**config.mk**
```make
export PLATFORM = sky130hd
export DESIGN_NAME = reset_sequencer
export DESIGN_NICKNAME = d
export VERILOG_FILES = /design/src/rtl/rstseq_pkg.sv /design/src/rtl/reset_sequencer_lock_filter.sv /design/src/rtl/reset_sequencer.sv
export SDC_FILE = /design/constraint.sdc
export NUM_CORES = 1
export LEC_CHECK = 0
export BUFFER_PORTS_ARGS = -buffer_cell sky130_fd_sc_hd__buf_2
export CAP_MARGIN = 10
export CORE_ASPECT_RATIO = 1.75
export CORE_MARGIN = 1.5
export CORE_UTILIZATION = 60
export DETAILED_ROUTE_END_ITERATION = 8
export GPL_ROUTABILITY_DRIVEN = 1
export GPL_TIMING_DRIVEN = 0
export PLACE_DENSITY = 0.77
export SLEW_MARGIN = 10
export SYNTH_ARGS = -nofsm -noshare
export SYNTH_HDL_FRONTEND = slang
export SYNTH_SLANG_ARGS = --single-unit
```
**constraint.sdc**
```tcl
create_clock -name clk -period 6.1 [get_ports clk]
set_clock_uncertainty 0.15 [all_clocks]
set_input_delay 0 -clock clk [delete_from_list [all_inputs] [get_ports clk]]
set_output_delay 0 -clock clk [all_outputs]
set_load 0.02 [all_outputs]
```
**src/rtl/rstseq_pkg.sv**
```systemverilog
// Shared definitions for the reset sequencer: state encoding and counter sizing.
package rstseq_pkg;

    localparam int unsigned STATE_W = 3;

    typedef enum logic [STATE_W-1:0] {
        S_HOLD   = 3'd0,
        S_LOCK   = 3'd1,
        S_REL    = 3'd2,
        S_RUN    = 3'd3,
        S_ASSERT = 3'd4
    } seq_state_e;

    // Largest of four cycle limits.
    function automatic int unsigned max4(input int unsigned a, input int unsigned b,
                                         input int unsigned c, input int unsigned d);
        int unsigned m;
        m = a;
        if (b > m) m = b;
        if (c > m) m = c;
        if (d > m) m = d;
        return m;
    endfunction

    // Shared counter width; the extra bit leaves headroom so saturation never hides a limit.
    function automatic int unsigned cnt_width(input int unsigned a, input int unsigned b,
                                              input int unsigned c, input int unsigned d);
        return $clog2(max4(a, b, c, d)) + 1;
    endfunction

endpackage

```
**src/rtl/reset_sequencer_lock_filter.sv**
```systemverilog
// Consecutive-high filter: qual_c is high on the cycle that completes FILTER_LEN
// consecutive high samples of din (and stays high while din stays high).
module lock_filter #(
    parameter int unsigned FILTER_LEN = 4,
    parameter int unsigned CNT_W      = 3
) (
    input  logic clk,
    input  logic rst_n,
    input  logic clr,
    input  logic din,
    output logic qual_c
);

    logic [CNT_W-1:0] cnt_q;
    logic [CNT_W-1:0] cnt_d;

    // Count consecutive highs; any low sample or a clear restarts the run.
    always_comb begin
        cnt_d = cnt_q;
        if (clr || !din) begin
            cnt_d = '0;
        end else if (cnt_q < CNT_W'(FILTER_LEN)) begin
            cnt_d = cnt_q + CNT_W'(1);
        end
    end

    // Run-length register.
    always_ff @(posedge clk or negedge rst_n) begin
        if (!rst_n) begin
            cnt_q <= '0;
        end else begin
            cnt_q <= cnt_d;
        end
    end

    assign qual_c = din && !clr && (cnt_q >= CNT_W'(FILTER_LEN - 1));

endmodule

```
**src/rtl/reset_sequencer.sv**
```systemverilog
// Multi-domain reset sequencer: holds all domains in reset until PLL lock is
// qualified, releases them in index order, re-asserts them in reverse order on
// a software request, and drops everything on lock loss.
// Optional macro RSTSEQ_WDOG_EN adds an S_LOCK watchdog and the lock_timeout port.
module reset_sequencer
    import rstseq_pkg::*;
#(
    parameter int unsigned N_DOM        = 3,
    parameter int unsigned HOLD_CYC     = 16,
    parameter int unsigned GAP_CYC      = 8,
    parameter int unsigned LOCK_FILTER  = 4,
    parameter int unsigned LOCK_TIMEOUT = 1024
) (
    input  logic                 clk,
    input  logic                 rst_n,
    input  logic                 pll_locked,
    input  logic                 sw_rst_req,
    output logic                 sw_rst_ack,
    output logic [N_DOM-1:0]     dom_rst_n,
    output logic                 all_ready,
    output logic [STATE_W-1:0]   seq_state
`ifdef RSTSEQ_WDOG_EN
    ,
    output logic                 lock_timeout
`endif
);

    localparam int unsigned CNT_W  = cnt_width(HOLD_CYC, GAP_CYC, LOCK_FILTER, LOCK_TIMEOUT);
    localparam int unsigned STEP_W = $clog2(N_DOM + 1);

    seq_state_e         state_q, state_d;
    logic [CNT_W-1:0]   cnt_q, cnt_d;
    logic [CNT_W-1:0]   cnt_inc;
    logic [STEP_W-1:0]  step_q, step_d;
    logic [N_DOM-1:0]   dom_rst_n_q, dom_rst_n_d;
    logic               all_ready_q, all_ready_d;
    logic               sw_rst_ack_q, sw_rst_ack_d;
    logic               pending_q, pending_d;
    logic               ackdue_q, ackdue_d;
    logic               lock_clr;
    logic               lock_qual_c;
    logic               lock_lost;
`ifdef RSTSEQ_WDOG_EN
    logic [CNT_W-1:0]   wd_q, wd_d;
    logic [CNT_W-1:0]   wd_inc;
    logic               lock_timeout_q, lock_timeout_d;
`endif

    // Low n bits set: the first n domains out of reset.
    function automatic logic [N_DOM-1:0] thermo(input int unsigned n);
        return N_DOM'((32'd1 << n) - 32'd1);
    endfunction

    // Lock qualification only runs while waiting in S_LOCK.
    assign lock_clr = (state_q != S_LOCK);

    lock_filter #(
        .FILTER_LEN (LOCK_FILTER),
        .CNT_W      (CNT_W)
    ) u_lock_filter (
        .clk    (clk),
        .rst_n  (rst_n),
        .clr    (lock_clr),
        .din    (pll_locked),
        .qual_c (lock_qual_c)
    );

    assign cnt_inc   = (&cnt_q) ? cnt_q : cnt_q + CNT_W'(1);
    assign lock_lost = !pll_locked &&
                       ((state_q == S_REL) || (state_q == S_RUN) || (state_q == S_ASSERT));
`ifdef RSTSEQ_WDOG_EN
    assign wd_inc    = (&wd_q) ? wd_q : wd_q + CNT_W'(1);
`endif

    // Next-state and registered-output logic; lock loss overrides the orderly sequence.
    always_comb begin
        state_d      = state_q;
        cnt_d        = cnt_q;
        step_d       = step_q;
        dom_rst_n_d  = dom_rst_n_q;
        all_ready_d  = all_ready_q;
        sw_rst_ack_d = 1'b0;
        pending_d    = pending_q | sw_rst_req;
        ackdue_d     = ackdue_q;
`ifdef RSTSEQ_WDOG_EN
        wd_d           = '0;
        lock_timeout_d = lock_timeout_q;
`endif

        if (lock_lost) begin
            state_d     = S_HOLD;
            cnt_d       = '0;
            step_d      = '0;
            dom_rst_n_d = '0;
            all_ready_d = 1'b0;
            if (pending_q || sw_rst_req) begin
                pending_d = 1'b0;
                ackdue_d  = 1'b1;
            end
        end else begin
            case (state_q)
                S_HOLD: begin
                    dom_rst_n_d = '0;
                    all_ready_d = 1'b0;
                    if (cnt_q >= CNT_W'(HOLD_CYC - 1)) begin
                        state_d = S_LOCK;
                        cnt_d   = '0;
                    end else begin
                        cnt_d = cnt_inc;
                    end
                end
                S_LOCK: begin
                    if (lock_qual_c) begin
                        state_d     = S_REL;
                        cnt_d       = '0;
                        step_d      = STEP_W'(1);
                        dom_rst_n_d = thermo(1);
                    end
`ifdef RSTSEQ_WDOG_EN
                    else if (wd_q >= CNT_W'(LOCK_TIMEOUT - 1)) begin
                        state_d        = S_HOLD;
                        cnt_d          = '0;
                        lock_timeout_d = 1'b1;
                    end else begin
                        wd_d = wd_inc;
                    end
`endif
                end
                S_REL: begin
                    if (cnt_q >= CNT_W'(GAP_CYC - 1)) begin
                        cnt_d = '0;
                        if (step_q >= STEP_W'(N_DOM)) begin
                            state_d     = S_RUN;
                            step_d      = '0;
                            all_ready_d = 1'b1;
                            if (ackdue_q) begin
                                sw_rst_ack_d = 1'b1;
                                ackdue_d     = 1'b0;
                            end
                        end else begin
                            step_d      = step_q + STEP_W'(1);
                            dom_rst_n_d = thermo(32'(step_q) + 32'd1);
                        end
                    end else begin
                        cnt_d = cnt_inc;
                    end
                end
                S_RUN: begin
                    if (pending_q) begin
                        state_d     = S_ASSERT;
                        pending_d   = 1'b0;
                        ackdue_d    = 1'b1;
                        all_ready_d = 1'b0;
                        cnt_d       = '0;
                        step_d      = STEP_W'(1);
                        dom_rst_n_d = thermo(N_DOM - 1);
                    end
                end
                S_ASSERT: begin
                    if (cnt_q >= CNT_W'(GAP_CYC - 1)) begin
                        cnt_d = '0;
                        if (step_q >= STEP_W'(N_DOM)) begin
                            state_d     = S_HOLD;
                            step_d      = '0;
                            dom_rst_n_d = '0;
                        end else begin
                            step_d      = step_q + STEP_W'(1);
                            dom_rst_n_d = thermo(N_DOM - 32'(step_q) - 32'd1);
                        end
                    end else begin
                        cnt_d = cnt_inc;
                    end
                end
                default: begin
                    state_d     = S_HOLD;
                    cnt_d       = '0;
                    step_d      = '0;
                    dom_rst_n_d = '0;
                    all_ready_d = 1'b0;
                end
            endcase
        end
    end

    // State, counters and registered outputs.
    always_ff @(posedge clk or negedge rst_n) begin
        if (!rst_n) begin
            state_q      <= S_HOLD;
            cnt_q        <= '0;
            step_q       <= '0;
            dom_rst_n_q  <= '0;
            all_ready_q  <= 1'b0;
            sw_rst_ack_q <= 1'b0;
            pending_q    <= 1'b0;
            ackdue_q     <= 1'b0;
`ifdef RSTSEQ_WDOG_EN
            wd_q           <= '0;
            lock_timeout_q <= 1'b0;
`endif
        end else begin
            state_q      <= state_d;
            cnt_q        <= cnt_d;
            step_q       <= step_d;
            dom_rst_n_q  <= dom_rst_n_d;
            all_ready_q  <= all_ready_d;
            sw_rst_ack_q <= sw_rst_ack_d;
            pending_q    <= pending_d;
            ackdue_q     <= ackdue_d;
`ifdef RSTSEQ_WDOG_EN
            wd_q           <= wd_d;
            lock_timeout_q <= lock_timeout_d;
`endif
        end
    end

    assign dom_rst_n  = dom_rst_n_q;
    assign all_ready  = all_ready_q;
    assign sw_rst_ack = sw_rst_ack_q;
    assign seq_state  = state_q;
`ifdef RSTSEQ_WDOG_EN
    assign lock_timeout = lock_timeout_q;
`endif

endmodule

```
==> results.cfg, run 1 <==
[outcome]
run_status = complete, no violations

[synthesis]
synth.most_common_cell = dfrtp_1
synth_edf_count = 0
async_reset_ff_frac = 1.00
yosysTopAreaCellShare = 0.458
synthCells = 191
synth_top_family_by_area = simple AND/OR/NAND/NOR gates
netlist_top_cells_area = dfrtp_1, ha_1, nor2_1
synth_cell_types = 45
syn_avg_cell_area_um2 = 9.72
seq_area_frac_synth = 0.458
synth-compound-area-share = 0.157
ys_ff_latch = 34
synthAdderAreaFrac = 0.0539
yosys.area_share.simple = 0.257
yosys_warnings = 0
yosys_most_used_dff = dfrtp_1
yosys-top-cells-count = dfrtp_1, nor2_1, a21oi_1, nand2_1, and2_1
yosys.area.top_type = dfrtp_1
synth_area_um2 = 1860
synth_xor_xnor_area_share = 0.0142
synth.mux.area_fraction = 0.0364
synth.net_count = 203

[critical_path]
r2r_cells = 7
worstPathArrival_ps = 2390
cp.required_ps = 6120
path_class = reg2reg
timing.rr.end = step_q[0]$_DFFE_PN0P_
endpoint_kind = register
start_kind = register
r2r_start = seq_state[1]$_DFFE_PN0P_
regToRegSetupSlack_ps = 3730
crit_fanout = 10

[timing]
layout_setup_ws_ps = 3730
drv_slew = 0
period_minus_slack_ps = 2370
setup_violations = 0
rsz0062_at_grt = false
fmax_ghz = 0.422
timing.final.crit_share = 0.389
tns_ps = 0
relSlewSlack = 0.533
hold_viol_final = 0
tightest_slew_ps = 700

[detailed_routing]
drcViolationCount = 0
drt_iter0_markers = 48
dr.pass1.iters = 4
viasPerCell = 6.35
postRouteAntennaNets = 0
wirelength_um = 3840
wl_per_cell_um = 16.1
vias = 1517

[floorplan]
ioPinCount = 12
die_w_um = 45.1
die_y_um = 76.6
core_area_um2 = 2930
rows = 26
die_area_um2 = 3450
start_util = 0.634

[global_route]
antenna_found_initial = 0
overflow = 0
grt_pass1_wl_um = 6580
grt_max_degree = 35
track_usage = 0.262
grt_pass1_vias = 1531

[placement]
dp_slack_ps = 3780
routabilityCongestion = 0.868
dpl.hpwl_um = 2880
place_area_um2 = 1950
io_buffers = 11

[min_path]
whs_path_depth = 4
hold_end = pending_q$_DFF_PN0_
worstHoldPathType = in2reg
hold_start = pll_locked

[layout]
fin_area_um2 = 2040
num-fill-cells = 219
multi_input_area_um2 = 962
drive_above_1_share = 0.133
antenna_cells = 0
final-seq-area_um2 = 851
syn_to_final_growth_pct = 10.0
layout.nets = 223

[flow_run]
cap_viol_max_count = 0

[clocking]
htreeDepth = 2
cts_root_buf = clkbuf_8
clock_path_buffers = 2
cts_sinks = 34
cts_tree = yes
clk_latency_ps = 280
numCtsBuffers = 5
clk_pin_slew_ps = 60
cts.repair.resized = 0

[power]
ir_drop_mv = 0.306
p_leak_uw = 0.000962
power.density_nw_per_um2 = 439
layout by cell type (no fill, tap or decap), drive strengths merged, types with 3 or more instances in the layout:
cell	netlist	layout
buf	3	14
xnor2	3	3
nor2b	5	5
nor3	3	3
nor4	4	4
dfrtp	34	34
and2	10	10
ha	8	8
a31oi	4	4
and3	3	3
a21oi	14	14
nand2b	3	3
nand2	15	15
nand3	7	7
and4	3	3
mux2	5	5
nor2	26	26
inv	6	6
o21ai	6	6
clkbuf	2	9
repair_timing:
item                       4_1_cts  5_1_grt
setup buffers                    0        0
hold buffers                     2        0
setup endpoints to repair        0        0
hold endpoints to repair        36        0
state kept, by name (all words and copies together) (netlist names):
name	cells
pending_q	1
sw_rst_ack	1
all_ready	1
ackdue_q	1
dom_rst_n	3
seq_state	3
step_q	2
cnt_q	11
u_lock_filter.cnt_q	11
power by group:
part           internal (uW)  total, uW  switching, uW
clock network           78.3        147           69.2
logic                    167        434            267
registers                267        314           47.2
total                    513        896            383
worst max-delay path by stage:
| stage | startpoint | end | slack, ps | cells after the start |
|---|---|---|---|---|
| CTS | seq_state[1]$_DFFE_PN0P_ | step_q[0]$_DFFE_PN0P_ | 3770 | 7 |
| floorplan | seq_state[1]$_DFFE_PN0P_ | step_q[0]$_DFFE_PN0P_ | 3930 | 7 |
| global placement | seq_state[1]$_DFFE_PN0P_ | step_q[0]$_DFFE_PN0P_ | 3800 | 7 |
| detailed placement | seq_state[1]$_DFFE_PN0P_ | step_q[0]$_DFFE_PN0P_ | 3780 | 7 |
| finish | seq_state[1]$_DFFE_PN0P_ | step_q[0]$_DFFE_PN0P_ | 3730 | 7 |
| global route | seq_state[1]$_DFFE_PN0P_ | step_q[0]$_DFFE_PN0P_ | 3600 | 7 |
critical path: stages (launching register included):
cell	delay, ps
dfrtp_1	370
buf_2	230
nor2_1	70
o21ai_0	220
o21a_1	350
o21ai_0	170
or3_1	410
mux2_2	280
layer usage:
layer  vias up  GRT usage  share of wire
met5         -          0              0
met4         0      0.165          0.043
met3        16     0.0521          0.033
met2        47      0.441           0.53
met1       730      0.278           0.39
li1        724          -              -
metrics by stage:
| step | utilization | hold slack, ps | power (uW) | instances |
|---|---|---|---|---|
| floorplan | - | -446 | 635 | 191 |
| global placement | 0.665 | -66.8 | 732 | 230 |
| detailed placement | 0.665 | -56.3 | 748 | 230 |
| CTS | 0.698 | 19.2 | 900 | 239 |
| global route | 0.698 | 44.1 | 963 | 239 |
| finish | 0.698 | 35.5 | 896 | 239 |
layout make-up:
cell class	instances	share of cell area
Buffer	5	0.0104
Clock buffer	7	0.0374
Inverter	6	0.0110
Multi-Input combinational cell	146	0.471
Sequential cell	34	0.416
Tap cell	28	0.0171
Timing Repair Buffer	13	0.0367
logic make-up after synthesis:
group,after synthesis
and+or+nand+nor,88
AOI/OAI and AO/OA,42
DFF,34
buffers and inverters,11
adders and majority gates,8
muxes,5
xor gates and xnor gates,3
Note: power is estimated with default switching activity, not from simulation.
==> inputs of run 2 (changes only) <==
--- a/config.mk
+++ b/config.mk
@@ -9,11 +9,11 @@
 export CAP_MARGIN = 10
 export CORE_ASPECT_RATIO = 1.75
 export CORE_MARGIN = 1.5
-export CORE_UTILIZATION = 60
+export CORE_UTILIZATION = 59
 export DETAILED_ROUTE_END_ITERATION = 8
 export GPL_ROUTABILITY_DRIVEN = 1
 export GPL_TIMING_DRIVEN = 0
-export PLACE_DENSITY = 0.77
+export PLACE_DENSITY = 0.76
 export SLEW_MARGIN = 10
 export SYNTH_ARGS = -nofsm -noshare
 export SYNTH_HDL_FRONTEND = slang
==> constraint.sdc (replaced) <==
create_clock -name clk -period 2.2 [get_ports clk]
set_clock_uncertainty 0.15 [all_clocks]
set_input_delay 0 -clock clk [delete_from_list [all_inputs] [get_ports clk]]
set_output_delay 0 -clock clk [all_outputs]
set_load 0.02 [all_outputs]
==> run 2 against run 1 <==
Compared with the run above: the flow now finishes with violations (setup timing); total power grew to 3.1 times the previous value; critical path depth is 1 lower; count of clock-buffer cells in the layout stayed put; non-clock buffer count is 12 higher; die area is 1.6% higher; cell count is 11% higher; combinational power grew to 3.3 times the previous value; setup slack worse by 3800 ps; via count is 4.5% higher; wire length is 5.7% higher; clock power grew to 3.2 times the previous value.
==> results.cfg, run 2 (same netlist as run 1, synthesis figures left out) <==
[layout]
num-fill-cells = 213
layout.nets = 235
reg_top3 = cnt_q: 11 flops, u_lock_filter.cnt_q: 11 flops
final_cell_mix = dfrtp_1, nor2_1, nand2_1, a21oi_1, buf_2
syn_to_final_growth_pct = 19.5
drive_above_1_share = 0.232
antenna_cells = 0
final_util = 0.750
final_common_cell = dfrtp_1

[flow_run]
cap_viol_max_count = 0

[critical_path]
path_class = reg2reg
worstPathArrival_ps = 2270
endpoint_kind = register
cp_cell_sequence = or4_4 > nor4_4 > nand2_2 > o221ai_4 > nor2_4 > mux2_4
start_kind = register
cp.required_ps = 2230
critPathTopFamily = simple AND/OR/NAND/NOR gates
path_buf_inv = 0
cp_slowest_stage_delay_ps = 550
slowest_stage = or4_4
crit_fanout = 5

[detailed_routing]
wirelength_um = 4060
wl_per_cell_um = 15.2
postRouteAntennaNets = 0
drt_iter0_markers = 44
dr.pass1.iters = 4
viasPerCell = 5.96
drcViolationCount = 0
vias = 1586

[power]
p_leak_uw = 0.00105
total_power_uw = 2800
ir_drop_mv = 0.673
power.density_nw_per_um2 = 1260

[timing]
holdWs_ps = 18.6
rsz0062_at_grt = true
timing.final.crit_share = 1.02
period_minus_slack_ps = 2240
tightest_slew_ps = 721
setup_violations = 6
relSlewSlack = 0.519
hold_viol_final = 0
layout_setup_ws_ps = -35.8
fmax_ghz = 0.447
drv_slew = 0

[global_route]
grt_pass1_wl_um = 6600
antenna_found_initial = 0
track_usage = 0.256
grt_pass1_vias = 1479
grt_max_degree = 35
overflow = 0

[clocking]
clk_pin_slew_ps = 70
cts_sinks = 34
clk_latency_ps = 300
cts_root_buf = clkbuf_8
numCtsBuffers = 5
htreeDepth = 2
cts_tree = yes
clock_path_buffers = 2

[floorplan]
die_y_um = 77.2
die_area_um2 = 3510
die_w_um = 45.4
rows = 26
ioPinCount = 12
core_area_um2 = 2960
start_util = 0.627

[min_path]
worstHoldPathType = in2reg

[placement]
dpl.hpwl_um = 2800
routabilityCongestion = 0.884
io_buffers = 11

[outcome]
failed_checks = setup timing
run_status = complete, but fails checks
## run 2: changes by cell type in the layout (fill, tap and decap cells not counted), moves of 2 or more
cell      change
buf_4        +12
clkbuf_1      -2
nor4_1        -2
nor4_2        +2
## run 2: worst paths after layout
kind / startpoint / cells after the start / to / slack [ps]
max in group asynchronous: rst_n / 2 / cnt_q[0]$_DFFE_PN0P_ / 1270
max: cnt_q[5]$_DFFE_PN0P_ / 6 / dom_rst_n[1]$_DFFE_PN0P_ / -40
min in group asynchronous: rst_n / 2 / ackdue_q$_DFFE_PN0P_ / 150
max reg2reg: cnt_q[5]$_DFFE_PN0P_ / 6 / dom_rst_n[1]$_DFFE_PN0P_ / -40
min reg2reg: u_lock_filter.cnt_q[4]$_DFFE_PN0P_ / 1 / u_lock_filter.cnt_q[4]$_DFFE_PN0P_ / 340
min: pll_locked / 4 / pending_q$_DFF_PN0_ / 20
## run 2: stage by stage
| stage | setup TNS (ps) | setup WS [ps] | instance area, um2 | cells |
|---|---|---|---|---|
| after floorplan | 0 | 28.1 | 1860 | 191 |
| after global placement | -488 | -103 | 1960 | 244 |
| after detailed placement | -553 | -142 | 1960 | 244 |
| after CTS | 0 | 12.2 | 2140 | 262 |
| after global routing | -978 | -135 | 2220 | 266 |
| final | -149 | -35.8 | 2220 | 266 |
## run 2: layout make-up
| type | count | area (um2) | area share |
|---|---|---|---|
| repair buffers | 25 | 165 | 0.0744 |
| multi-input cells | 146 | 1010 | 0.457 |
| well taps | 42 | 52.6 | 0.0237 |
| flip-flops and latches | 34 | 851 | 0.383 |
| plain buffers | 5 | 22.5 | 0.0101 |
| clock buffers | 7 | 86.3 | 0.0389 |
| clock inverters | 1 | 5.00 | 0.00225 |
| inverters | 6 | 22.5 | 0.0101 |
## run 2: metal layers
metal	track usage	up-vias	part of all wire
met4	0.121	0	0.030
met5	0	-	0
met3	0.0518	11	0.031
met2	0.435	39	0.55
met1	0.287	788	0.38
li1	-	748	-
## run 2: what timing repair did
item	in CTS	in global routing
buffers inserted	8	4
resized for setup	3	11
pin swaps	2	4
hold buffers	2	0
hold endpoints to repair	36	0
setup endpoints to repair	6	23
## run 2: worst register-to-register path: stages (launching register included)
cell and delay (ps):
dfrtp_1 400, or4_4 550, nor4_4 190, nand2_2 160, o221ai_4 300, nor2_4 80
mux2_4 300
## run 2: report_power, final
| part | switching, uW | internal, uW | total, uW |
|---|---|---|---|
| logic | 810 | 634 | 1440 |
| registers | 135 | 740 | 875 |
| clock network | 225 | 252 | 477 |
==> inputs of run 3 (changes only) <==
--- a/config.mk
+++ b/config.mk
@@ -5,7 +5,7 @@
 export SDC_FILE = /design/constraint.sdc
 export NUM_CORES = 1
 export LEC_CHECK = 0
-export BUFFER_PORTS_ARGS = -buffer_cell sky130_fd_sc_hd__buf_2
+export BUFFER_PORTS_ARGS = -buffer_cell sky130_fd_sc_hd__buf_4
 export CAP_MARGIN = 10
 export CORE_ASPECT_RATIO = 1.75
 export CORE_MARGIN = 1.5
==> constraint.sdc (replaced) <==
create_clock -name clk -period 2.2 [get_ports clk]
set_clock_uncertainty 0.15 [all_clocks]
set_input_delay 0 -clock clk [delete_from_list [all_inputs] [get_ports clk]]
set_output_delay 0 -clock clk [all_outputs]
set_load 0.005 [all_outputs]
==> run 3 against run 2 <==
Compared with the run above: the run still ends with setup timing left; register-to-register slack worse by 40 ps; non-clock buffer count fell by 4; global-route usage decreased by 0.20 points; first-iteration DRC count is 73% higher; core utilization hardly changed; setup slack got worse by 38 ps; sequential power about the same; cell count shrank 1.5%; combinational power barely moved; maximum frequency decreased by 1.7%; total power is essentially flat; critical path type unchanged.
==> results.cfg, run 3 (same netlist as run 1, synthesis figures left out) <==
[global_route]
grt_pass1_vias = 1575
grt_pass1_wl_um = 6680
busiest_layer = met2
grt_use_met1 = 0.285
antenna_found_initial = 0
grtUsageMet2 = 0.414
overflow = 0
use_met3 = 0.0541
grt_max_degree = 35
track_usage = 0.254

[timing]
layout_setup_ws_ps = -74.0
drv_slew = 0
fmax_ghz = 0.440
relSlewSlack = 0.519
hold_viol_final = 0
timing.final.crit_share = 1.03
period_minus_slack_ps = 2270
rsz0062_at_grt = true
setup_violations = 6
tightest_slew_ps = 715

[placement]
io_buffers = 11
routabilityCongestion = 0.875
dpl.hpwl_um = 2850
place_area_um2 = 1990
dp_slack_ps = -125
dp.cells = 244

[floorplan]
die_w_um = 45.4
start_util = 0.627
die_y_um = 77.2
ioPinCount = 12
rows = 26
core_area_um2 = 2960
die_area_um2 = 3510

[layout]
final_cell_mix = dfrtp_1, nor2_1, buf_4, nand2_1, a21oi_1
final_common_cell = dfrtp_1
drive_above_1_share = 0.223
fin_cells = 262
final_util = 0.749
reg_top3 = cnt_q: 11 flops, u_lock_filter.cnt_q: 11 flops
syn_to_final_growth_pct = 19.5
fin_area_um2 = 2220
antenna_cells = 0
layout.nets = 231

[critical_path]
worstPathArrival_ps = 2300
slowest_stage = or4_4
start_kind = register
endpoint_kind = register
cp.required_ps = 2230
path_class = reg2reg
crit_fanout = 5
cp_cell_sequence = or4_4 > nor4_4 > nand2_2 > nor4_1 > or3_1 > mux2_2
cp_slowest_stage_delay_ps = 550

[power]
p_leak_uw = 0.00104
ir_drop_mv = 1.03
power.density_nw_per_um2 = 1260
total_power_uw = 2790

[detailed_routing]
wirelength_um = 4240
postRouteAntennaNets = 0
vias = 1586
drt_iter0_markers = 76
drcViolationCount = 0
wl_per_cell_um = 16.2
viasPerCell = 6.05
dr.pass1.iters = 4

[clocking]
numCtsBuffers = 5
clk_pin_slew_ps = 70
cts_tree = yes
cts_sinks = 34
clk_latency_ps = 290
clock_path_buffers = 2
cts_root_buf = clkbuf_8
htreeDepth = 2

[outcome]
failed_checks = setup timing
run_status = complete, but fails checks

[min_path]
worstHoldPathType = in2reg

[flow_run]
cap_viol_max_count = 0
-- run 3: cell types whose count changed in the layout (fill, tap and decap cells not counted), sizes merged --
cell / before / now
clkbuf: 9 / 10
buf: 26 / 21
-- run 3: timing repair --
item	in CTS	in global routing
endpoints found under the setup margin	7	23
gates resized for setup	1	15
pin swaps	2	3
buffers inserted	4	4
hold endpoints to repair	36	0
hold buffers	2	0
-- run 3: report_power, final --
part	leakage [uW]	switching [uW]	internal (uW)
registers	0.000451	137	740
clock network	0.0000482	223	252
logic	0.000545	792	649
total	0.00104	1150	1640
-- run 3: stage by stage --
stage | hold slack (ps) | TNS [ps]
3_3_place_gp | -192 | -506
3_5_place_dp | -183 | -593
6_report | 24.4 | -197
2_1_floorplan | -446 | 0
4_1_cts | 19.6 | -35.8
5_1_grt | 48.9 | -1080
-- run 3: worst max-delay path: cells and delay by family (launching register included) --
family,cells,cell delay (ps)
simple gates,5,1270
mux,1,340
flops,1,400
-- run 3: cell type report --
| cell class | count | area [um2] |
|---|---|---|
| Buffer | 5 | 23.8 |
| Clock buffer | 7 | 86.3 |
| Clock inverter | 1 | 5.00 |
| Fill cell | 206 | 742 |
| Inverter | 6 | 22.5 |
| Multi-Input combinational cell | 146 | 1010 |
| Sequential cell | 34 | 851 |
| Tap cell | 42 | 52.6 |
| Timing Repair Buffer | 21 | 166 |
-- run 3: routing by layer --
| layer | wire, um | part of all wire |
|---|---|---|
| met3 | 160 | 0.038 |
| met2 | 2290 | 0.54 |
| met4 | 150 | 0.035 |
| met5 | 0 | 0 |
| met1 | 1630 | 0.39 |
-- run 3: worst paths after layout --
check | end | cells past startpoint | slack, ps | from
max in group asynchronous | cnt_q[3]$_DFFE_PN0P_ | 2 | 1530 | rst_n
worst max register to register | step_q[0]$_DFFE_PN0P_ | 6 | -70 | cnt_q[5]$_DFFE_PN0P_
worst min-delay path | pending_q$_DFF_PN0_ | 4 | 20 | pll_locked
min in group asynchronous | seq_state[0]$_DFFE_PN0P_ | 2 | 50 | rst_n
worst max-delay path | step_q[0]$_DFFE_PN0P_ | 6 | -70 | cnt_q[5]$_DFFE_PN0P_
worst min register to register | u_lock_filter.cnt_q[8]$_DFFE_PN0P_ | 1 | 330 | u_lock_filter.cnt_q[8]$_DFFE_PN0P_
